--- src/rtl/vend_controller.sv ---
`default_nettype none
// ============================================================================
// Module   : vend_controller
// Purpose  : Vending-machine controller. Accumulates coin credit, serves item
//            selections against a loadable price/stock table, pays change one
//            coin per handshake, and drives LEDs and the display value.
// Revision : 1.0 - initial release
// ============================================================================
module vend_controller #(
  parameter int NUM_ITEMS  = 9,
  parameter int IDX_W      = 4,
  parameter int CENT_W     = 10,
  parameter int STOCK_W    = 4,
  parameter int MAX_CREDIT = 500,
  parameter int DISP_HOLD  = 200
) (
  input  logic                 clk,
  input  logic                 rst_n,
  input  logic                 i_coin_valid,
  input  logic [2:0]           i_coin_type,
  output logic                 o_coin_reject,
  input  logic                 i_sel_valid,
  input  logic [IDX_W-1:0]     i_sel_idx,
  input  logic                 i_cancel,
  input  logic                 i_cfg_we,
  input  logic [IDX_W-1:0]     i_cfg_idx,
  input  logic [CENT_W-1:0]    i_cfg_price,
  input  logic [STOCK_W-1:0]   i_cfg_stock,
  output logic                 o_vend_valid,
  output logic [IDX_W-1:0]     o_vend_idx,
  output logic                 o_sel_denied,
  output logic                 o_change_valid,
  output logic [1:0]           o_change_coin,
  input  logic                 i_change_ready,
  output logic [CENT_W-1:0]    o_credit,
  output logic [CENT_W-1:0]    o_disp_cents,
  output logic [NUM_ITEMS-1:0] o_avail_led,
  output logic [NUM_ITEMS-1:0] o_oos_led
);

  localparam int                HOLD_W       = $clog2(DISP_HOLD + 1);
  localparam logic [IDX_W:0]    c_num_items  = (IDX_W+1)'(NUM_ITEMS);
  localparam logic [CENT_W:0]   c_max_credit = (CENT_W+1)'(MAX_CREDIT);
  localparam logic [HOLD_W-1:0] c_disp_hold  = HOLD_W'(DISP_HOLD);
  localparam logic [CENT_W-1:0] c_5   = CENT_W'(5);
  localparam logic [CENT_W-1:0] c_10  = CENT_W'(10);
  localparam logic [CENT_W-1:0] c_25  = CENT_W'(25);
  localparam logic [CENT_W-1:0] c_50  = CENT_W'(50);
  localparam logic [CENT_W-1:0] c_100 = CENT_W'(100);
  localparam logic [CENT_W-1:0] c_500 = CENT_W'(500);

  typedef enum logic [1:0] {
    ST_IDLE   = 2'd0,
    ST_CREDIT = 2'd1,
    ST_CHANGE = 2'd2
  } state_t;

  state_t               r_state;
  logic [CENT_W-1:0]    r_price [NUM_ITEMS];
  logic [STOCK_W-1:0]   r_stock [NUM_ITEMS];
  logic [CENT_W-1:0]    r_credit;
  logic [CENT_W-1:0]    r_disp;
  logic [HOLD_W-1:0]    r_hold;
  logic                 r_coin_reject;
  logic                 r_vend_valid;
  logic [IDX_W-1:0]     r_vend_idx;
  logic                 r_sel_denied;
  logic                 r_change_valid;
  logic [1:0]           r_change_coin;

  logic [CENT_W-1:0]    w_coin_cents;
  logic                 w_coin_known;
  logic [CENT_W:0]      w_coin_sum;
  logic                 w_coin_ok;
  logic                 w_sel_in_range;
  logic                 w_cfg_in_range;
  logic [CENT_W-1:0]    w_sel_price;
  logic [STOCK_W-1:0]   w_sel_stock;
  logic                 w_sel_ok;
  logic [CENT_W-1:0]    w_after_vend;
  logic [CENT_W-1:0]    w_after_pay;
  logic [CENT_W-1:0]    w_credit_nxt;
  logic                 w_show_price;
  logic [NUM_ITEMS-1:0] w_oos;

  // Greedy change: largest coin not exceeding the amount (0 = nothing payable)
  function automatic logic [1:0] f_change_coin(input logic [CENT_W-1:0] amt);
    if (amt >= c_25)      return 2'd3;
    else if (amt >= c_10) return 2'd2;
    else if (amt >= c_5)  return 2'd1;
    else                  return 2'd0;
  endfunction

  function automatic logic [CENT_W-1:0] f_coin_cents(input logic [1:0] code);
    case (code)
      2'd1:    return c_5;
      2'd2:    return c_10;
      2'd3:    return c_25;
      default: return '0;
    endcase
  endfunction

  // Decode inserted coin/bill value
  always_comb begin
    w_coin_known = 1'b1;
    w_coin_cents = '0;
    case (i_coin_type)
      3'd0:    w_coin_cents = c_5;
      3'd1:    w_coin_cents = c_10;
      3'd2:    w_coin_cents = c_25;
      3'd3:    w_coin_cents = c_50;
      3'd4:    w_coin_cents = c_100;
      3'd5:    w_coin_cents = c_500;
      default: w_coin_known = 1'b0;
    endcase
  end

  // Sum carries one extra bit so an overflowing insert is caught, not wrapped
  assign w_coin_sum     = {1'b0, r_credit} + {1'b0, w_coin_cents};
  assign w_coin_ok      = i_coin_valid & ~i_cancel & ~i_sel_valid &
                          (r_state != ST_CHANGE) & w_coin_known &
                          (w_coin_sum <= c_max_credit);
  assign w_sel_in_range = ({1'b0, i_sel_idx} < c_num_items);
  assign w_cfg_in_range = ({1'b0, i_cfg_idx} < c_num_items);
  assign w_sel_price    = w_sel_in_range ? r_price[i_sel_idx] : '0;
  assign w_sel_stock    = w_sel_in_range ? r_stock[i_sel_idx] : '0;
  assign w_sel_ok       = w_sel_in_range && (w_sel_price != '0) &&
                          (w_sel_stock != '0) && (r_credit >= w_sel_price);
  assign w_after_vend   = r_credit - w_sel_price;
  assign w_after_pay    = r_credit - f_coin_cents(r_change_coin);

  // Next credit value and whether a price should be put on the display
  always_comb begin
    w_credit_nxt = r_credit;
    w_show_price = 1'b0;
    case (r_state)
      ST_IDLE, ST_CREDIT: begin
        if (!i_cancel && i_sel_valid) begin
          if ((r_state == ST_CREDIT) && w_sel_ok) w_credit_nxt = w_after_vend;
          else                                    w_show_price = 1'b1;
        end else if (w_coin_ok) begin
          w_credit_nxt = w_coin_sum[CENT_W-1:0];
        end
      end
      ST_CHANGE: begin
        // An unpayable remainder (below the smallest coin) is forfeited
        if (!r_change_valid)
          w_credit_nxt = '0;
        else if (i_change_ready)
          w_credit_nxt = (f_change_coin(w_after_pay) == 2'd0) ? '0 : w_after_pay;
      end
      default: w_credit_nxt = '0;
    endcase
  end

  // Main FSM, price/stock table, display hold and all registered outputs
  always_ff @(posedge clk or negedge rst_n) begin
    if (!rst_n) begin
      r_state        <= ST_IDLE;
      r_credit       <= '0;
      r_disp         <= '0;
      r_hold         <= '0;
      r_coin_reject  <= 1'b0;
      r_vend_valid   <= 1'b0;
      r_vend_idx     <= '0;
      r_sel_denied   <= 1'b0;
      r_change_valid <= 1'b0;
      r_change_coin  <= 2'd0;
      for (int i = 0; i < NUM_ITEMS; i++) begin
        r_price[i] <= '0;
        r_stock[i] <= '0;
      end
    end else begin
      r_coin_reject <= i_coin_valid & ~w_coin_ok;
      r_vend_valid  <= 1'b0;
      r_sel_denied  <= 1'b0;
      r_credit      <= w_credit_nxt;

      // A price stays visible for DISP_HOLD cycles unless credit moves
      if (w_show_price) begin
        r_disp <= w_sel_price;
        r_hold <= c_disp_hold;
      end else if ((r_hold > HOLD_W'(1)) && (w_credit_nxt == r_credit)) begin
        r_hold <= r_hold - HOLD_W'(1);
      end else begin
        r_hold <= '0;
        r_disp <= w_credit_nxt;
      end

      case (r_state)
        ST_IDLE: begin
          if (w_coin_ok) r_state <= ST_CREDIT;
          if (i_cfg_we && w_cfg_in_range) begin
            r_price[i_cfg_idx] <= i_cfg_price;
            r_stock[i_cfg_idx] <= i_cfg_stock;
          end
        end
        ST_CREDIT: begin
          if (i_cancel) begin
            r_state        <= ST_CHANGE;
            r_change_valid <= (f_change_coin(r_credit) != 2'd0);
            r_change_coin  <= f_change_coin(r_credit);
          end else if (i_sel_valid) begin
            if (w_sel_ok) begin
              r_vend_valid         <= 1'b1;
              r_vend_idx           <= i_sel_idx;
              r_stock[i_sel_idx]   <= w_sel_stock - STOCK_W'(1);
              if (w_credit_nxt == '0) begin
                r_state <= ST_IDLE;
              end else begin
                r_state        <= ST_CHANGE;
                r_change_valid <= (f_change_coin(w_credit_nxt) != 2'd0);
                r_change_coin  <= f_change_coin(w_credit_nxt);
              end
            end else begin
              r_sel_denied <= 1'b1;
            end
          end
        end
        ST_CHANGE: begin
          if (!r_change_valid) begin
            r_state <= ST_IDLE;
          end else if (i_change_ready) begin
            if (w_credit_nxt == '0) begin
              r_state        <= ST_IDLE;
              r_change_valid <= 1'b0;
              r_change_coin  <= 2'd0;
            end else begin
              r_change_coin <= f_change_coin(w_credit_nxt);
            end
          end
        end
        default: r_state <= ST_IDLE;
      endcase
    end
  end

  // Per-item LEDs straight from the registered table and credit
  generate
    for (genvar g = 0; g < NUM_ITEMS; g++) begin : g_led
      assign w_oos[g]       = (r_price[g] == '0) || (r_stock[g] == '0);
      assign o_avail_led[g] = ~w_oos[g] && (r_credit >= r_price[g]);
    end
  endgenerate

  assign o_oos_led      = w_oos;
  assign o_coin_reject  = r_coin_reject;
  assign o_vend_valid   = r_vend_valid;
  assign o_vend_idx     = r_vend_idx;
  assign o_sel_denied   = r_sel_denied;
  assign o_change_valid = r_change_valid;
  assign o_change_coin  = r_change_coin;
  assign o_credit       = r_credit;
  assign o_disp_cents   = r_disp;

endmodule
`default_nettype wire
--- config.mk ---
export PLATFORM = sky130hd
export DESIGN_NAME = vend_controller
export DESIGN_NICKNAME = d
export VERILOG_FILES = /design/src/rtl/vend_controller.sv
export SDC_FILE = /design/constraint.sdc
export NUM_CORES = 1
export LEC_CHECK = 0
export ABC_AREA = 1
export CAP_MARGIN = 20
export CORE_MARGIN = 2
export CORE_UTILIZATION = 35
export CTS_BUF_LIST = sky130_fd_sc_hd__clkbuf_2 sky130_fd_sc_hd__clkbuf_4 sky130_fd_sc_hd__clkbuf_8
export CTS_CLUSTER_SIZE = 10
export DETAILED_ROUTE_END_ITERATION = 12
export PLACE_DENSITY_LB_ADDON = 0.05
export SYNTH_ARGS = -nofsm -noshare
export SYNTH_HDL_FRONTEND = slang
export SYNTH_SLANG_ARGS = --single-unit
--- constraint.sdc ---
create_clock -name clk -period 3.7 [get_ports clk]
set_input_delay 0.37 -clock clk [delete_from_list [all_inputs] [get_ports clk]]
set_output_delay 0.37 -clock clk [all_outputs]
set_load 0.02 [all_outputs]
==> run metrics <==
outcome=complete, no violations; Worst-Margin Slew=between 0.9 and 1 ns; Final Cell Area=roughly 0.017 mm²; vias in the first global route=~13000; sequential share of the synthesized area=between 30% and 40%; Clock transition at path regs=0.10 ns; DRC Markers=0; I/O pin count=80; Site Rows=70; final setup fails=0; Clock Tree Buf Depth=2; CORE AREA=about 0.036 mm²; synthesized area=about 0.013 mm²; total CTS buffers=17; Buffers on Ports=approximately 80; Worst Path Max Fanout=10; Post-DP HPWL=38600 µm; worst vdd ir=about 0.54 mV; hold_ws=between 0.3 and 0.4 ns; Max Slew Vio Count=0; Die Span X=roughly 200 µm; Arrival @ worst endpoint=3.23 ns; fmax=~0.28 GHz; cells after synthesis=1815; reg-to-reg setup timing slack=around 0.11 ns; Min-Delay Path Class=in2async; htree depth=4; Fin. Hold Viols=0; DRT antenna net count=0; die area=0.0384 mm²; total grt overflow=0; DRT Pass-1 Iters=6; largest net degree at the start of global routing=88; # diodes=0; Worst R2R Start=r_price[66]; GP Congestion=a little over 0.9; Via Count=roughly 13000; worst skew pair latency=about 0.51 ns; Area growth syn-to-layout=33.6%; syn_area_per_cell=between 7 and 8 µm²; Root Driver=clkbuf_8; Leak=about 9 nW; Req. time, crit path=3.33 ns; Synth Flop Type=dfrtp_1; Ys Warns=0; Worst setup SP type=flip-flop; first-pass GRT wire length=77700 µm; area of placed instances=roughly 0.016 mm²; layout cell share with drive strength beyond 1=22.7%; synthesized net count=slightly below 2000; unrepaired setup endpoints after global routing=yes; CP Capture Type=output pin; pwr dens=between 800 and 900 mW/mm²; post-route minimum period=3.60 ns; # nets final=roughly 2300; gr usage total=a little over a quarter; critical path class=reg2out; Netlist cell types=49; CTS sink count=166; First DRT Iteration DRCs=858; initial antenna violation count=2; skew final=between 0.02 and 0.025 ns; Max Cap Viol=0; ys async rst share=100%; number of flops mapped to enable cells by yosys=0; placed cell count=about 2500; CTS tree=yes; Via density=5.12; Initial Utilization=35.4%; WL/cell=roughly 19 µm; Slew headroom=about a third; Final Non-Filler Cells=between 2000 and 3000; final wirelength=50800 µm; final period utilization=a little over nine tenths; FF-to-FF path depth=25; flops & latches, synth=between 150 and 200; Critical R2R Capture=o_disp_cents[0]; die height=slightly below 200 µm
through the flow:
stage	TNS [ns]	util (%)	worst slack (ns)	power, mW
2_1_floorplan	0	-	0.0493	8.81
3_3_place_gp	-66.53	43.4	-1.43	12.9
3_5_place_dp	-62.84	43.4	-1.36	12.9
4_1_cts	0	45.0	0.00643	14.5
5_1_grt	-1.43	47.3	-0.133	16.7
6_report	0	47.3	0.101	15.4
cell type report:
type / instances / area (µm²)
Inverter: 248 / 943
Multi-Input combinational cell: 1354 / 8080
Tap cell: 468 / 586
Fill cell: 3809 / 19200
Clock buffer: 20 / 256
Sequential cell: 166 / 4160
Clock inverter: 12 / 155
Timing Repair Buffer: 361 / 3040
synth_stat cells (2+ instances only):
master / number / area, µm²
nor2_1: 125 / 469
or2_2: 5 / 31.3
o22ai_1: 32 / 200
nand3_4: 2 / 35.0
dfrtp_1: 166 / 4150
buf_4: 4 / 30.0
nand2_2: 4 / 25.0
nand2_1: 536 / 2010
fa_1: 3 / 60.1
o32ai_1: 8 / 70.1
mux2_2: 3 / 33.8
nor4_1: 10 / 62.6
or4_1: 2 / 15.0
nor3_1: 9 / 45.0
inv_1: 236 / 886
nand3_1: 76 / 380
xnor2_1: 12 / 105
clkbuf_1: 29 / 109
nand3b_1: 5 / 37.5
o211ai_1: 8 / 60.1
o211a_1: 3 / 30.0
a32o_1: 4 / 40.0
a211oi_1: 2 / 15.0
o21ai_1: 18 / 90.1
buf_6: 5 / 56.3
o41ai_1: 3 / 26.3
o21a_1: 53 / 398
nand4_1: 31 / 194
ha_1: 121 / 1510
a21oi_1: 50 / 250
nor2_2: 11 / 68.8
a21boi_0: 15 / 113
o21bai_1: 8 / 60.1
inv_2: 8 / 30.0
o21ai_0: 163 / 816
xor2_1: 17 / 149
buf_2: 9 / 45.0
o2111ai_1: 5 / 43.8
clkinv_1: 4 / 15.0
metal layers:
metal | global-route usage, % | wire [µm] | up-vias
li1 | - | - | 6656
met1 | 34.5 | 22700 | 6403
met2 | 46.4 | 24400 | 333
met3 | 3.09 | 2050 | 72
met4 | 9.46 | 1710 | 0
met5 | 0 | 0 | -
worst max path at each step:
stage	startpoint	endpoint	slack, ns
after floorplan	i_sel_idx[0]	o_disp_cents[0]	0.05
after global placement	i_sel_idx[1]	o_change_coin[0]	-1.43
after detailed placement	i_sel_idx[1]	o_change_coin[1]	-1.36
after CTS	o_credit[0]	o_avail_led[8]	0.006
after global routing	r_price[18]	o_disp_cents[2]	-0.13
final	o_credit[0]	o_avail_led[1]	0.10
worst max-delay path: stages (launching register included):
cell,delay [ns]
dfrtp_1,0.37
inv_2,0.06
buf_12,0.15
buf_4,0.14
ha_1,0.29
inv_1,0.05
a21boi_0,0.08
o21a_1,0.18
o21a_1,0.17
o211ai_1,0.17
a21boi_1,0.09
o21a_1,0.18
o211a_1,0.21
a211oi_2,0.23
or2_4,0.17
inv_1,0.03
buf_2,0.14
cell usage in the layout, fill, tap and decap left out, types with 30 or more instances in the layout:
| cell type | synthesis | layout |
|---|---|---|
| a21oi_1 | 50 | 41 |
| buf_4 | 4 | 258 |
| clkdlybuf4s50_1 | 0 | 62 |
| dfrtp_1 | 166 | 161 |
| ha_1 | 121 | 114 |
| inv_1 | 236 | 214 |
| nand2_1 | 536 | 505 |
| nand2_2 | 4 | 30 |
| nand3_1 | 76 | 69 |
| nand4_1 | 31 | 31 |
| nor2_1 | 125 | 95 |
| nor2_2 | 11 | 31 |
| o21a_1 | 53 | 53 |
| o21ai_0 | 163 | 150 |
| o22ai_1 | 32 | 32 |
registers in the layout, summed over array words and instances (netlist names), 2 cells and up:
name	count
o_credit	10
o_change_coin	2
r_price	90
r_hold	8
r_stock	36
o_disp_cents	10
r_state	2
o_vend_idx	4
report_power, final:
part	switching, mW	total, mW	internal [mW]	leakage [nW]
clock	0.751	1.44	0.687	0.195
sequential	0.576	3.04	2.47	2.15
combinational	6.04	10.9	4.85	6.49
repair_timing:
action | 4_1_cts | 5_1_grt
hold endpoints to repair | 41 | 0
hold buffers | 1 | 0
resized for setup | 67 | 170
endpoints found under the setup margin | 73 | 33
buffers inserted | 7 | 46
gates cloned | 0 | 2
pin swaps | 5 | 50
kinds of logic (layout without fill, tap and decap cells):
kind of cell / count (synthesis) / after routing / share of synthesized area (%)
xor+xnor: 29 / 29 / 1.97
compound gates: 375 / 375 / 17.3
mux: 3 / 3 / 0.262
flops: 166 / 166 / 32.2
buf+inv: 296 / 641 / 9.12
fa+ha+maj: 124 / 124 / 12.2
simple gates: 822 / 823 / 26.9
Note: power is estimated with default switching activity, not from simulation.
